--- config.mk ---
export PLATFORM = sky130hd
export DESIGN_NAME = mem_arbiter
export DESIGN_NICKNAME = d
export VERILOG_FILES = /design/src/rtl/riscv_cpu_pkg.sv /design/src/rtl/mem_arbiter.sv
export SDC_FILE = /design/constraint.sdc
export NUM_CORES = 1
export LEC_CHECK = 0
export BUFFER_PORTS_ARGS = -buffer_cell sky130_fd_sc_hd__buf_2
export CAP_MARGIN = 20
export CELL_PAD_IN_SITES_DETAIL_PLACEMENT = 0
export CELL_PAD_IN_SITES_GLOBAL_PLACEMENT = 2
export CORE_UTILIZATION = 10
export DETAILED_ROUTE_END_ITERATION = 8
export HOLD_SLACK_MARGIN = 0.15
export PLACE_DENSITY_LB_ADDON = 0.1
export SLEW_MARGIN = 0
export SYNTH_ARGS = -nofsm -noshare
export SYNTH_HDL_FRONTEND = slang
export SYNTH_SLANG_ARGS = --single-unit
--- constraint.sdc ---
create_clock -name clk_i -period 2.3 [get_ports clk_i]
set_input_delay 0.46 -clock clk_i [delete_from_list [all_inputs] [get_ports clk_i]]
set_output_delay 0.46 -clock clk_i [all_outputs]
set_load 0.05 [all_outputs]
--- src/rtl/riscv_cpu_pkg.sv ---
// Shared types for the core's memory arbiter: FSM state and port-owner encodings.
package riscv_cpu_pkg;

  typedef enum logic [1:0] {
    ARB_IDLE = 2'd0,
    ARB_PEND = 2'd1,
    ARB_BUSY = 2'd2
  } arb_state_e;

  typedef enum logic [1:0] {
    OWN_NONE  = 2'd0,
    OWN_INSTR = 2'd1,
    OWN_DATA  = 2'd2
  } arb_owner_e;

endpackage

--- src/rtl/mem_arbiter.sv ---
// Single-outstanding arbiter sharing one memory bus between instruction fetch and LSU.
// Optional MEM_ARB_ROUND_ROBIN_EN: tie goes to the port that did not win the last grant.
module mem_arbiter
  import riscv_cpu_pkg::*;
#(
  parameter int unsigned ADDR_WIDTH = 32,
  parameter int unsigned DATA_WIDTH = 32
) (
  input  logic                    clk_i,
  input  logic                    rst_ni,
  input  logic                    instr_req_i,
  input  logic [ADDR_WIDTH-1:0]   instr_addr_i,
  output logic                    instr_gnt_o,
  output logic                    instr_rvalid_o,
  output logic [DATA_WIDTH-1:0]   instr_rdata_o,
  input  logic                    data_req_i,
  input  logic [ADDR_WIDTH-1:0]   data_addr_i,
  input  logic                    data_we_i,
  input  logic [DATA_WIDTH/8-1:0] data_be_i,
  input  logic [DATA_WIDTH-1:0]   data_wdata_i,
  output logic                    data_gnt_o,
  output logic                    data_rvalid_o,
  output logic [DATA_WIDTH-1:0]   data_rdata_o,
  output logic                    mem_req_o,
  output logic [ADDR_WIDTH-1:0]   mem_addr_o,
  output logic                    mem_we_o,
  output logic [DATA_WIDTH/8-1:0] mem_be_o,
  output logic [DATA_WIDTH-1:0]   mem_wdata_o,
  input  logic                    mem_gnt_i,
  input  logic                    mem_rvalid_i,
  input  logic [DATA_WIDTH-1:0]   mem_rdata_i
);

  arb_state_e state_q, state_d;
  arb_owner_e owner_q, owner_d;
  arb_owner_e winner;
  arb_owner_e sel;
  logic       gnt_fwd;

`ifdef MEM_ARB_ROUND_ROBIN_EN
  logic last_data_q;

  always_comb begin
    winner = OWN_NONE;
    if (instr_req_i && data_req_i) winner = last_data_q ? OWN_INSTR : OWN_DATA;
    else if (data_req_i)           winner = OWN_DATA;
    else if (instr_req_i)          winner = OWN_INSTR;
  end

  always_ff @(posedge clk_i or negedge rst_ni) begin
    if (!rst_ni)      last_data_q <= 1'b0;
    else if (gnt_fwd) last_data_q <= (sel == OWN_DATA);
  end
`else
  // Data wins ties so a stalled LSU can never be starved by continuous fetch.
  always_comb begin
    winner = OWN_NONE;
    if (data_req_i)       winner = OWN_DATA;
    else if (instr_req_i) winner = OWN_INSTR;
  end
`endif

  always_ff @(posedge clk_i or negedge rst_ni) begin
    if (!rst_ni) begin
      state_q <= ARB_IDLE;
      owner_q <= OWN_NONE;
    end else begin
      state_q <= state_d;
      owner_q <= owner_d;
    end
  end

  always_comb begin
    state_d        = state_q;
    owner_d        = owner_q;
    sel            = OWN_NONE;
    gnt_fwd        = 1'b0;
    instr_gnt_o    = 1'b0;
    data_gnt_o     = 1'b0;
    instr_rvalid_o = 1'b0;
    data_rvalid_o  = 1'b0;
    instr_rdata_o  = '0;
    data_rdata_o   = '0;
    mem_req_o      = 1'b0;
    mem_addr_o     = '0;
    mem_we_o       = 1'b0;
    mem_be_o       = '0;
    mem_wdata_o    = '0;

    unique case (state_q)
      ARB_IDLE: sel = winner;
      ARB_PEND: sel = owner_q;
      default:  sel = OWN_NONE;
    endcase

    unique case (sel)
      OWN_INSTR: begin
        mem_req_o  = 1'b1;
        mem_addr_o = instr_addr_i;
        mem_be_o   = '1;
      end
      OWN_DATA: begin
        mem_req_o   = 1'b1;
        mem_addr_o  = data_addr_i;
        mem_we_o    = data_we_i;
        mem_be_o    = data_be_i;
        mem_wdata_o = data_wdata_i;
      end
      default: ;
    endcase

    gnt_fwd     = mem_req_o && mem_gnt_i;
    instr_gnt_o = gnt_fwd && (sel == OWN_INSTR);
    data_gnt_o  = gnt_fwd && (sel == OWN_DATA);

    unique case (state_q)
      ARB_IDLE: begin
        if (sel != OWN_NONE) begin
          owner_d = sel;
          state_d = gnt_fwd ? ARB_BUSY : ARB_PEND;
        end
      end
      ARB_PEND: begin
        if (gnt_fwd) state_d = ARB_BUSY;
      end
      ARB_BUSY: begin
        if (owner_q == OWN_INSTR) instr_rdata_o = mem_rdata_i;
        if (owner_q == OWN_DATA)  data_rdata_o  = mem_rdata_i;
        if (mem_rvalid_i) begin
          instr_rvalid_o = (owner_q == OWN_INSTR);
          data_rvalid_o  = (owner_q == OWN_DATA);
          state_d        = ARB_IDLE;
          owner_d        = OWN_NONE;
        end
      end
      default: begin
        state_d = ARB_IDLE;
        owner_d = OWN_NONE;
      end
    endcase
  end

`ifndef SYNTHESIS
  a_req_held_in_pend: assert property (@(posedge clk_i) disable iff (!rst_ni)
    (state_q == ARB_PEND) |-> ((owner_q == OWN_INSTR) ? instr_req_i : data_req_i));
`endif

endmodule

======== Word level (Yosys, flattened, before mapping) ========
Cells that the tools add are included.
word-level totals
  register bits ........................... 4
  bits in latches ......................... 0
  RAM bits ................................ 0
  bits in read-only memories .............. 0
  output and inout bits ................... 138
  memories kept ........................... 0
cells by class
  add/subtract/negate cells ............... 0
  $mul .................................... 0
  div/mod/pow operators ................... 0
  magnitude comparators ................... 0
  equality and inequality tests ........... 9
  shift operators ......................... 0
  mux-type cells .......................... 23
  bitwise gates (word level) .............. 1
  reduce and logical (&&, ||, !) cells .... 8
operators by type and width
  kind                  count
  $mux W32              5
  $pmux W32 S2          1
  $mux W2               6
  $pmux W2 S3           2
  $pmux W4 S2           1
  $mux W1               7
  $eq A2 B1 Y1 const B  3
  $eq A2 B2 Y1 const B  3
  $ne A2 B2 Y1 const B  3
  $reduce_and A3 Y1     2
  $pmux W2 S2           1
  $logic_and A1 B1 Y1   3
  $logic_not A2 Y1      1
  $reduce_bool A2 Y1    1
  $reduce_or A2 Y1      1
  $not A1 Y1            1

======== Longest topological paths before layout ========
Gate-level depths: netlist (run 1).
  depth after elaboration ................. 10
  mapped depth ............................ 9
  depth with buffers taken out ............ 7

======== Worst setup path before layout (run 1) ========
No wires, ideal clock.
  path kind ............................... reg2out
  start point ............................. register state_q[0]
  end point ............................... output mem_addr_o[12]
  arrival ................................. 2,333 ps
  required time ........................... 1,840 ps
  setup slack ............................. -493 ps
  cell stages (with the launch flop) ...... 10
  buffers on the path ..................... 3
  cell sequence ........................... dfrtp_1 buf_6 mux2i_1 or2_2 inv_1 ha_1 clkbuf_1 clkbuf_1 a22oi_1 nor2_1
between the ends
  word-level cells in the longest chain between the ends .. 4
  elaborated cells between the ends (all ways) .. 6
ends and longest elaborated chain
  element                                                  RTL line           source
  from (decl)                                              mem_arbiter.sv:34  arb_state_e state_q, state_d;
  from (signal assigned)                                   mem_arbiter.sv:68  state_q <= state_d;
  $eq A2 B1 Y1 / $logic_not A2 Y1 (equally long branches)  mem_arbiter.sv:90  unique case (state_q)
  $pmux W2 S2 (*)                                          mem_arbiter.sv:90
  $eq A2 B2 Y1 / $eq A2 B1 Y1 (equally long branches)      mem_arbiter.sv:96  unique case (sel)
  $pmux W32 S2 (*)                                         mem_arbiter.sv:96
  to (decl)                                                mem_arbiter.sv:25  output logic [ADDR_WIDTH-1:0] mem_addr_o,
Mark *: on every way between the ends. The rest lies on a longest branch, timed or not.

======== Worst setup path in the final report (run 1) ========
  start point ............................. register state_q[0]
  end point ............................... output mem_addr_o[24]
Same word-level chain as after synthesis.

==> flow_metrics.py, run 1 <==
metrics = {
    "pwr": {
        "p_leak_uw": 0.00225,
        "p_int_uw": 2620,
        "comb_power_share_pct": 93.6,
        "p_switching_uw": 3510,
        "power_density_nw_per_um2": 1290,
        "pwr-share-clk_pct": 4.4,
        "p_sw_share_pct": 57.3,
        "ir_drop_v": 0.000825,
        "p_seq_share_pct": 2.0,
    },
    "worst_setup_path": {
        "setup.worst_path.class": "flip-flop to primary output",
        "crit_path_start": "state_q[0]",
        "regToRegSetupSlack_ps": 480,
        "start_kind": "flip-flop",
        "required_ps": 1840,
        "arrival_ps": 1960,
        "timing.rr.start": "state_q[0]",
        "r2r_end": "owner_q[0]",
        "crit_fanout": 8,
        "cp-end-kind": "primary output",
        "reg2regPathDepth": 8,
    },
    "drt": {
        "wl_per_cell_um": 13.7,
        "wirelength_um": 9660,
        "route.detailed.drc": 34,
        "vias": 2769,
        "via_per_inst": 3.92,
        "drt-initial-drc-count": 89,
        "drtPass1Iterations": 7,
        "postRouteAntennaNets": 0,
    },
    "clock_tree": {
        "clock_latency_ps": 220,
        "path_clk_slew_ps": 30,
        "clk_path_buf_depth": 2,
        "cts_sinks": 4,
        "clockRootBuffer": "clkbuf_16",
        "tritoncts": "done",
        "numCtsBuffers": 3,
        "htree_levels": 1,
    },
    "yosys": {
        "ys_top_cells_by_count": "and2_1, nor2_1, a22oi_1, clkbuf_1, buf_6",
        "syn-cell-area_um2": 1520,
        "ys_async_sr_fraction_pct": 100,
        "yosysSeqAreaShare_pct": 6.61,
        "synth_nets": 374,
        "yosysTopAreaCell": "and2_1",
        "ys_warn_count": 0,
        "yosys.area.top_type_share_pct": 40.0,
        "yosys_most_used_dff": "dfrtp_1",
        "synthCells": 231,
        "synth.most_common_cell": "and2_1",
        "synthDistinctLibCells": 28,
        "synth_seq_cells": 4,
        "synth_area_leaders": "and2_1, a22oi_1, nor2_1",
        "synth-edff-count": 0,
        "syn_area_per_cell_um2": 6.56,
    },
    "floorplan": {
        "core-area_um2": 14600,
        "rows": 44,
        "die_h_um": 125,
        "die_x_um": 125,
        "start_util_pct": 10.3,
        "ios": 277,
        "die_area_um2": 15600,
    },
    "timing": {
        "drv_slew": 0,
        "fmax_mhz": 413,
        "setup_ws_ps": -123,
        "fin_crit_ps": 2420,
        "rsz0062_at_grt": "yes",
        "finalHoldViolCount": 0,
        "setup_violations": 38,
        "relSlewSlack_pct": 81.8,
        "period_share_pct": 105,
        "worst_pin_slew_ps": 270,
        "skew_ps": 0.695,
    },
    "grt": {
        "gr-usage-all-layers_pct": 10.4,
        "met3_usage_pct": 1.97,
        "grt_use_met2_pct": 23.4,
        "grt_pass1_wl_um": 13300,
        "grt_use_met1_pct": 9.36,
        "grt_max_degree": 34,
        "grt_pass1_vias": 2756,
        "antenna_found_initial": 0,
        "grt-busiest-layer": "met2",
        "overflow": 0,
    },
    "hold_path": {
        "worstHoldStart": "mem_gnt_i",
        "min_path_type": "primary input to flip-flop",
        "holdPathEnd": "state_q[0]",
        "worstHoldPathCells": 2,
    },
    "final_layout": {
        "num_antenna_cells": 0,
        "utilization_pct": 32.3,
        "area_growth_pct": 213,
        "final_nets": 668,
        "layout.cells.non_filler": 707,
        "drive_gt1_share_pct": 83.2,
    },
    "outcome": {
        "violations": "DRC, setup timing",
        "status": "finished with violations",
    },
    "place": {
        "pre_cts_ws_ps": -111,
        "dp.cells": 688,
        "port_buffers": 276,
        "hpwl_um": 7040,
        "gp_congestion": 0.695,
    },
    "job": {
        "drv_cap": 0,
    },
}
flip-flops by register name, summed over array words and instances (netlist names):
| name | cells |
|---|---|
| state_q | 2 |
| owner_q | 2 |
layer usage:
| layer | wire (um) | share of wire [%] | up-vias |
|---|---|---|---|
| met1 | 3290 | 34 | 1261 |
| met3 | 748 | 7.7 | 4 |
| met5 | 0 | 0 | - |
| met4 | 52 | 0.54 | 0 |
| li1 | - | - | 1345 |
| met2 | 5570 | 58 | 159 |
stage by stage:
step	TNS (ps)	total power, uW	cell area [um2]	hold WS (ps)
final	-2370	6130	4740	470
after global routing	-5850	6430	4740	471
after CTS	-4210	5740	4120	459
after detailed placement	-5050	4590	3550	275
after global placement	-5510	4620	3550	275
after floorplan	-1590	3640	1910	164
cells by family after synthesis:
family / after synthesis / synth area share (%)
adders and majority gates: 4 / 3.30
DFF: 4 / 6.61
muxes: 1 / 0.661
AOI/OAI and AO/OA: 44 / 21.0
buffers and inverters: 30 / 11.2
and+or+nand+nor: 148 / 57.2
area by class of cell:
class	count	area [um2]
tap	184	230
clock buffer	3	75.1
fill	1564	9910
sequential	4	100
inverter	6	26.3
multi-input combinational	197	1780
timing repair buffer	313	2520
critical path, cell delays in order, from the launching register on:
cell	delay [ps]
dfrtp_1	400
mux2i_1	130
or2_4	240
buf_6	120
ha_4	300
buf_12	140
buf_12	140
nor2_4	100
buf_6	160
layout by cell type, fill, tap and decap left out, types with 2 or more instances in the layout:
master	synthesis	routed
nor2_1	38	2
nor3b_4	2	2
clkbuf_16	0	8
a22oi_2	0	31
clkbuf_4	0	16
a21oi_2	0	5
inv_1	6	4
dfrtp_1	4	4
nor2_4	0	34
buf_2	1	138
buf_8	0	6
buf_12	0	10
and2_2	3	33
nor2_2	0	2
and2_4	0	3
and2_1	97	64
buf_6	7	69
buf_4	1	68
ha_4	0	3
power by group through the flow:
stage | clock network (uW) | registers, uW | logic (uW)
2_1_floorplan | 0 | 128 | 3510
3_3_place_gp | 0 | 128 | 4490
5_1_grt | 279 | 127 | 6030
6_report | 269 | 123 | 5740
3_5_place_dp | 0 | 123 | 4470
4_1_cts | 273 | 123 | 5340
worst max-delay path by stage:
stage                                 end  slack (ps)
after CTS                  mem_addr_o[10]        -150
final                      mem_addr_o[24]        -120
after detailed placement   mem_addr_o[30]        -110
after floorplan           mem_wdata_o[10]         -50
after global routing       mem_addr_o[24]        -200
after global placement      mem_addr_o[8]        -110
what timing repair did:
item / CTS / global route
hold buffers: 1 / 0
hold endpoints to repair: 4 / 0
buffers inserted: 4 / 3
endpoints found under the setup margin: 71 / 138
pin swaps: 1 / 20
gates cloned: 2 / 7
gates resized for setup: 126 / 194
Power figures use the tool's default switching activity.
==> run 2, diff against run 1 <==
--- a/config.mk
+++ b/config.mk
@@ -13,6 +13,7 @@
 export DETAILED_ROUTE_END_ITERATION = 8
 export HOLD_SLACK_MARGIN = 0.15
 export PLACE_DENSITY_LB_ADDON = 0.1
+export SETUP_SLACK_MARGIN = 0.2
 export SLEW_MARGIN = 0
 export SYNTH_ARGS = -nofsm -noshare
 export SYNTH_HDL_FRONTEND = slang
==> run 2 against run 1 <==
Against the previous run:
- the run still ends with DRC, setup timing left
- clock skew grew 1.2 ps
- worst setup slack better by 65 ps
- first-iteration DRC count increased by 9.0%
- routed wire length grew 21%
- sequential share of layout area is 0.44 points lower
- global-route usage up 2.4 points
- critical path depth is the same
- critical path type unchanged
- highest routed layer is now met5
==> flow_metrics.py, run 2 (synthesis results as in run 1) <==
metrics = {
    "floorplan": {
        "ios": 277,
        "die_area_um2": 15600,
        "start_util_pct": 10.3,
        "die_x_um": 125,
        "core-area_um2": 14600,
        "die_h_um": 125,
        "rows": 44,
    },
    "timing": {
        "setup_ws_ps": -57.5,
        "fmax_mhz": 424,
        "fin_tns_setup_ps": -2230,
        "relSlewSlack_pct": 82.7,
        "rsz0062_at_grt": "yes",
        "skew_ps": 1.92,
        "finalHoldViolCount": 0,
        "setup_violations": 82,
        "period_share_pct": 103,
        "fin_crit_ps": 2360,
        "drv_slew": 0,
        "worst_pin_slew_ps": 256,
    },
    "clock_tree": {
        "clock_latency_ps": 230,
        "cts_sinks": 4,
        "htree_levels": 1,
        "numCtsBuffers": 3,
        "path_clk_slew_ps": 30,
        "clk_path_buf_depth": 2,
        "clockRootBuffer": "clkbuf_16",
        "tritoncts": "done",
    },
    "final_layout": {
        "final_nets": 688,
        "num_antenna_cells": 0,
        "final_cell_mix": "buf_2, buf_8, and2_4",
        "nFillCells": 1414,
        "drive_gt1_share_pct": 95.8,
        "final_common_cell": "buf_2",
        "area_growth_pct": 301,
        "reg_top3": "owner_q (2), state_q (2)",
    },
    "outcome": {
        "violations": "DRC, setup timing",
        "status": "finished with violations",
    },
    "worst_setup_path": {
        "setup.worst_path.class": "flip-flop to primary output",
        "cp-end-kind": "primary output",
        "crit_fanout": 7,
        "required_ps": 1840,
        "cp_cell_sequence": "mux2i_1, or2_4, inv_4, ha_4, buf_12, clkbuf_16, and2_4, buf_8",
        "critPathMaxStageDelay_ps": 430,
        "start_kind": "flip-flop",
        "arrival_ps": 1900,
        "worst_path_max_delay_cell": "dfrtp_2",
    },
    "pwr": {
        "power_density_nw_per_um2": 1220,
        "p_leak_uw": 0.00275,
        "p_total_uw": 7410,
        "ir_drop_v": 0.000708,
    },
    "drt": {
        "drt-initial-drc-count": 97,
        "postRouteAntennaNets": 0,
        "vias": 2908,
        "wirelength_um": 11700,
        "via_per_inst": 4.00,
        "wl_per_cell_um": 16.1,
        "route.detailed.drc": 46,
        "drtPass1Iterations": 6,
    },
    "grt": {
        "overflow": 0,
        "grt_pass1_wl_um": 15800,
        "grt_max_degree": 34,
        "gr-usage-all-layers_pct": 12.8,
        "grt_pass1_vias": 2932,
        "antenna_found_initial": 1,
    },
    "place": {
        "port_buffers": 276,
        "gp_congestion": 0.705,
        "hpwl_um": 8060,
    },
    "hold_path": {
        "min_path_type": "primary input to flip-flop",
    },
    "job": {
        "drv_cap": 0,
    },
}
## run 2: final cells by class
type	instances	area (um2)	area share [%]
Clock buffer	3	75.1	1.24
Inverter	6	28.8	0.474
Multi-Input combinational cell	197	1990	32.7
Sequential cell	4	101	1.67
Tap cell	184	230	3.79
Timing Repair Buffer	333	3650	60.1
## run 2: worst max-delay path: cells and delay by family (launching register included)
kind          cells  cell delay (ps)
fa+ha+maj         1              190
flops             1              430
simple gates      2              400
mux               1              130
buf+inv           4              510
## run 2: timing repair
action                                  in CTS  in global routing
endpoints found under the setup margin     138                138
setup buffers                                7                  6
resized for setup                          353                140
hold buffers                                 1                  0
hold endpoints to repair                     4                  0
cloned                                       4                 10
pin swaps                                   25                 71
## run 2: routing by layer
layer	wire [um]	up-vias	GRT usage, %
li1	-	1393	-
met1	4220	1366	13.0
met2	6660	136	27.0
met3	741	11	2.27
met4	102	2	2.08
met5	13	-	0
## run 2: final timing paths
check	from	to	slack [ps]	cells past startpoint
setup / recovery	state_q[0]	mem_wdata_o[15]	-60	8
max in group asynchronous	rst_ni	state_q[0]	1560	2
hold / removal	mem_gnt_i	state_q[0]	470	2
hold reg to reg	owner_q[1]	owner_q[1]	620	2
setup reg to reg	state_q[0]	state_q[1]	420	9
min in group asynchronous	rst_ni	owner_q[1]	600	2
## run 2: report_power, final
part,leakage (uW),switching [uW],internal (uW)
combinational,0.00266,3710,3290
clock,0.0000370,54.3,223
sequential,0.0000503,30.2,103
total,0.00275,3790,3620
## run 2: stage by stage
step | cells | setup WS, ps | util, % | hold slack, ps | instance area, um2
6_report | 727 | -57.5 | 41.5 | 466 | 6070
5_1_grt | 727 | -126 | 41.5 | 472 | 6070
4_1_cts | 711 | -59.0 | 36.3 | 459 | 5320
3_5_place_dp | 696 | -84.0 | 26.8 | 271 | 3930
3_3_place_gp | 696 | -69.2 | 26.8 | 276 | 3930
2_1_floorplan | 231 | 113 | - | 164 | 2200
